`src/rtl/circular_read_ctrl.sv`:
```
// Read-side controller for a circular buffer: tracks occupancy from the writer's
// pulse, prefetches from a synchronous-read RAM and streams words out via a 2-entry skid FIFO.
module circular_read_ctrl #(
  parameter int unsigned WIDTH      = 8,
  parameter int unsigned DATA_WIDTH = 8
) (
  input  logic                  clk,
  input  logic                  rst,
  input  logic [WIDTH-1:0]      max,
  input  logic                  wr_en,
  output logic                  rd_en,
  output logic [WIDTH-1:0]      rd_addr,
  input  logic [DATA_WIDTH-1:0] mem_rdata,
  output logic [DATA_WIDTH-1:0] out_data,
  output logic                  out_valid,
  input  logic                  out_ready,
  output logic [WIDTH:0]        count,
  output logic                  empty,
  output logic                  full,
  output logic                  overflow
);

  localparam int unsigned CW = WIDTH + 1;

  logic [WIDTH-1:0]      rd_ptr_q;
  logic [CW-1:0]         count_q;
  logic                  overflow_q;
  logic                  inflight_q;
  logic [DATA_WIDTH-1:0] skid_q [2];
  logic                  skid_wp_q;
  logic                  skid_rp_q;
  logic [1:0]            skid_n_q;

  logic [CW-1:0]         depth;
  logic [1:0]            pending;
  logic                  pop;
  logic                  push;
  logic [CW-1:0]         count_d;
  logic                  overflow_d;
  logic [WIDTH-1:0]      rd_ptr_d;
  logic [1:0]            skid_n_d;

  // Occupancy, read issue and skid-FIFO bookkeeping
  always_comb begin
    depth      = CW'(max) + CW'(1);
    full       = (count_q == depth);
    empty      = (count_q == '0);
    out_valid  = (skid_n_q != 2'd0);
    out_data   = skid_q[skid_rp_q];
    pop        = out_valid & out_ready;
    push       = inflight_q;
    pending    = skid_n_q + 2'(inflight_q);
    rd_en      = (count_q != '0) && ((pending - 2'(pop)) < 2'd2);
    rd_addr    = rd_ptr_q;
    count      = count_q;
    overflow   = overflow_q;

    count_d    = count_q;
    overflow_d = overflow_q;
    rd_ptr_d   = rd_ptr_q;
    skid_n_d   = skid_n_q + 2'(push) - 2'(pop);

    unique case ({wr_en, rd_en})
      2'b10: begin
        if (full) overflow_d = 1'b1;
        else      count_d    = count_q + CW'(1);
      end
      2'b01:   count_d = count_q - CW'(1);
      default: count_d = count_q;
    endcase

    if (rd_en) rd_ptr_d = (rd_ptr_q == max) ? '0 : rd_ptr_q + WIDTH'(1);
  end

  always_ff @(posedge clk or posedge rst) begin
    if (rst) begin
      rd_ptr_q   <= '0;
      count_q    <= '0;
      overflow_q <= 1'b0;
      inflight_q <= 1'b0;
      skid_q[0]  <= '0;
      skid_q[1]  <= '0;
      skid_wp_q  <= 1'b0;
      skid_rp_q  <= 1'b0;
      skid_n_q   <= 2'd0;
    end else begin
      rd_ptr_q   <= rd_ptr_d;
      count_q    <= count_d;
      overflow_q <= overflow_d;
      inflight_q <= rd_en;
      skid_n_q   <= skid_n_d;
      // RAM data returns the cycle after the strobe; capture it then
      if (push) begin
        skid_q[skid_wp_q] <= mem_rdata;
        skid_wp_q         <= ~skid_wp_q;
      end
      if (pop) skid_rp_q <= ~skid_rp_q;
    end
  end

endmodule
```
`config.mk`:
```
export PLATFORM = sky130hd
export DESIGN_NAME = circular_read_ctrl
export DESIGN_NICKNAME = d
export VERILOG_FILES = /design/src/rtl/circular_read_ctrl.sv
export SDC_FILE = /design/constraint.sdc
export NUM_CORES = 1
export LEC_CHECK = 0
export BUFFER_PORTS_ARGS = -buffer_cell sky130_fd_sc_hd__clkbuf_2
export CORE_ASPECT_RATIO = 1.25
export CORE_UTILIZATION = 50
export CTS_BUF_LIST = sky130_fd_sc_hd__clkbuf_8
export DETAILED_ROUTE_END_ITERATION = 10
export PLACE_DENSITY = 0.76
export SLEW_MARGIN = 15
export SYNTH_ARGS = -nofsm -noshare
export SYNTH_HDL_FRONTEND = slang
export SYNTH_SLANG_ARGS = --single-unit
```
`constraint.sdc`:
```
create_clock -name clk -period 4.17 [get_ports clk]
set_clock_uncertainty 0.1 [all_clocks]
set_input_delay 0.6255 -clock clk [delete_from_list [all_inputs] [get_ports clk]]
set_output_delay 0.6255 -clock clk [all_outputs]
set_load 0.01 [all_outputs]
```
==> impl_summary.md <==
STA
Setup repair after global routing left no endpoint under its margin. For this run, the top clock speed supported by timing is 257 MHz. The number of slew-limit violations in the final report was 0. The final number of hold-violating endpoints is 0. The actual transition at the worst max-transition pin is 0.637 ns. The minimum clock period after layout is 3.90 ns.

Headroom to the max-slew limit came out at 57.1%. The share of the clock period used by the worst path is 93.5%. The accumulated negative setup slack is 0 ns.

Setup violations remaining at the end of the flow were counted as 0.

Routing
The final layout contains routed wiring with a total length of 6.59 mm. The count of TritonRoute iterations in the first routing pass is 4. The detail route stage leaves a number of antenna-violating nets equal to 0. The final routed wire length divided by cell count is 16.1 um. After detailed routing, the number of vias per cell comes to 6.04. The detailed router placed 2,478 vias in this run. The number of DRC violations after detailed routing is 0. The number of DRC markers in iteration 0 is 154.

CTS
The clock edge transition at the registers on the reported setup and hold paths is 0.09 ns. Clock latency on the worst-skew pair, taken at its later pin, is 0.29 ns. The clock passes through at most 2 buffers. Clock tree synthesis inserted a total of 5 buffers.

CTS placed an instance of sky130_fd_sc_hd__clkbuf_8 at the clock tree root. TritonCTS built the clock tree. The H-tree was split into 2 levels. For this design, the CTS-stage hold fixing added 0 buffers. The tree built by TritonCTS fans out to 39 sinks.

GRT
The number of antenna violations at the first check in global routing is 0. For this run, the total global-route usage over all layers was measured as 22.8%. Entering global routing, the biggest net connects 30 pins. The sum of overflow across all layers after global routing is 0. The number of global-route vias before repair is 2,364. The global-route wire length before repair is 11.1 mm.

Logic synthesis
The most used flip-flop cell after synthesis is sky130_fd_sc_hd__dfrtp_1. The Yosys step of the flow raised 0 warnings. Counting every net in the synthesized netlist gives 330.

The number of distinct library cells after synthesis is 58. The area of the mapped netlist is 2850 um^2. The number of enable-type register cells in the synthesized netlist is 0. Counting flops and latches in the post-synthesis netlist gives 39. The share of async-settable or async-resettable flops after synthesis is 100%. Sequential elements use 34.3% of the synthesized area. The synthesized instance count is 298. After synthesis, the mean cell area works out to 9.56 um^2.

Run
The max-capacitance violation count is 0.

Floorplan
The total die area is 6010 um^2. The count of pins on the block boundary is 50. The die is 86.4 um tall. For this configuration, the core starts out at a cell density of 52.3%. Measured along the x axis, the die boundary spans 69.5 um. The floorplan core area is 5440 um^2. The number of rows created at floorplan is 30.

Layout
The fraction of layout cells with a size suffix above 1 is 31.5%. Relative to the synthesized area, the layout overhead comes to 14.6%. In the layout the commonest cells are sky130_fd_sc_hd__clkbuf_2, sky130_fd_sc_hd__dfrtp_1, sky130_fd_sc_hd__nand2_1. The final layout net count is 377. The number of diodes is 0. The library cell used most frequently in the layout, excluding fill and tap cells, is sky130_fd_sc_hd__clkbuf_2.

Place
The congestion estimate from routability-driven global placement came to 0.886. The number of buffers inserted by port buffering is 49. Summed over all nets, the half-perimeter wirelength after detailed placement is 4.96 mm.

Setup path
STA classifies the critical path endpoint as a flop. The kind of start point of the critical path is a flop. Data arrives at the worst endpoint at 3.99 ns. The worst-case register-to-register setup slack is 0.27 ns. For the worst setup path, the data required time is 4.27 ns.

The critical path is of the reg -> reg type. The maximum fanout along the worst path is 7.

Hold path
In this run the worst hold path is classified as in -> async.

Status
The run finished with clean final reports.
==> state kept, by name, summed over array words and instances (netlist names) <==
| signal | count |
|---|---|
| overflow | 1 |
| skid_n_q | 2 |
| rd_addr | 8 |
| count | 9 |
| skid_rp_q | 1 |
| inflight_q | 1 |
| skid_wp_q | 1 |
| skid_q | 16 |
==> routing by layer <==
layer	wire length (um)	track usage, %	share of wire [%]	vias up
li1	-	-	-	1202
met1	2850	28.0	43	1198
met2	3400	41.3	52	70
met3	243	2.91	3.7	8
met4	95	7.42	1.4	0
met5	0	0	0	-
==> worst paths after layout <==
check	cells after the start	end	from
max in group asynchronous	3	count[6]$_DFFE_PP0P_	rst
min in group clk	1	overflow$_DFFE_PP0P_	overflow$_DFFE_PP0P_
min reg2reg	1	overflow$_DFFE_PP0P_	overflow$_DFFE_PP0P_
max	17	count[8]$_DFFE_PP0P_	skid_n_q[0]$_DFF_PP0_
max reg2reg	17	count[8]$_DFFE_PP0P_	skid_n_q[0]$_DFF_PP0_
min	2	rd_addr[7]$_DFFE_PP0P_	rst
==> per-stage QoR <==
stage / util (%) / cell area [um^2] / setup slack, ns / instances / hold WS (ns)
after floorplan: - / 2850 / 0.397 / 298 / 0.354
after global placement: 57.4 / 3120 / 0.285 / 401 / 0.357
after detailed placement: 57.4 / 3120 / 0.129 / 401 / 0.364
after CTS: 59.4 / 3230 / 0.134 / 409 / 0.202
after global routing: 60.0 / 3260 / 0.0116 / 410 / 0.232
final: 60.0 / 3260 / 0.273 / 410 / 0.193
==> layout make-up <==
type | instances | area, um^2
repair buffers | 54 | 283
clock buffers | 5 | 68.8
fillers | 477 | 2180
flip-flops and latches | 39 | 976
repair inverters | 1 | 5.00
clock inverters | 3 | 43.8
multi-input cells | 230 | 1750
inverters | 14 | 58.8
well taps | 64 | 80.1
==> synthesized netlist by cell type, drive strengths merged, types with 7 or more instances <==
library cell,n,share of area (%)
a2111oi,7,2.2
a21oi,7,1.2
buf,10,2.5
dfrtp,39,34
ha,11,4.8
inv,14,1.9
mux2,24,9.5
nand2,32,4.2
nand3,12,2.1
nor2,15,2.1
nor3,10,1.8
o21ai,14,2.5
xnor2,18,5.8
==> cells by family after synthesis <==
group           synth area share, %
compound gates                 21.0
xor+xnor                       8.17
fa+ha+maj                      5.53
buf+inv                        5.09
flops                          34.3
mux                            9.49
simple gates                   16.5
==> worst max-delay path, stage by stage, from the launching register on <==
cell                         delay [ns]
sky130_fd_sc_hd__dfrtp_1           0.38
sky130_fd_sc_hd__or2_2             0.30
sky130_fd_sc_hd__and2_1            0.19
sky130_fd_sc_hd__ha_1              0.27
sky130_fd_sc_hd__inv_1             0.04
sky130_fd_sc_hd__ha_1              0.17
sky130_fd_sc_hd__xor3_1            0.23
sky130_fd_sc_hd__a31o_4            0.13
sky130_fd_sc_hd__inv_4             0.05
sky130_fd_sc_hd__nand2b_1          0.17
sky130_fd_sc_hd__clkinvlp_4        0.22
sky130_fd_sc_hd__ha_1              0.36
sky130_fd_sc_hd__or2_2             0.30
sky130_fd_sc_hd__a21oi_1           0.25
sky130_fd_sc_hd__a2111o_1          0.15
sky130_fd_sc_hd__o31a_1            0.13
sky130_fd_sc_hd__o31ai_1           0.07
sky130_fd_sc_hd__nor4_1            0.29
==> repair_timing <==
item,4_1_cts,5_1_grt
endpoints found under the setup margin,0,3
buffers inserted,0,0
resized for setup,0,7
Power is left out: the tool's default activity adds up to more than one toggle a clock period on the data nets, which glitch-free logic cannot reach.
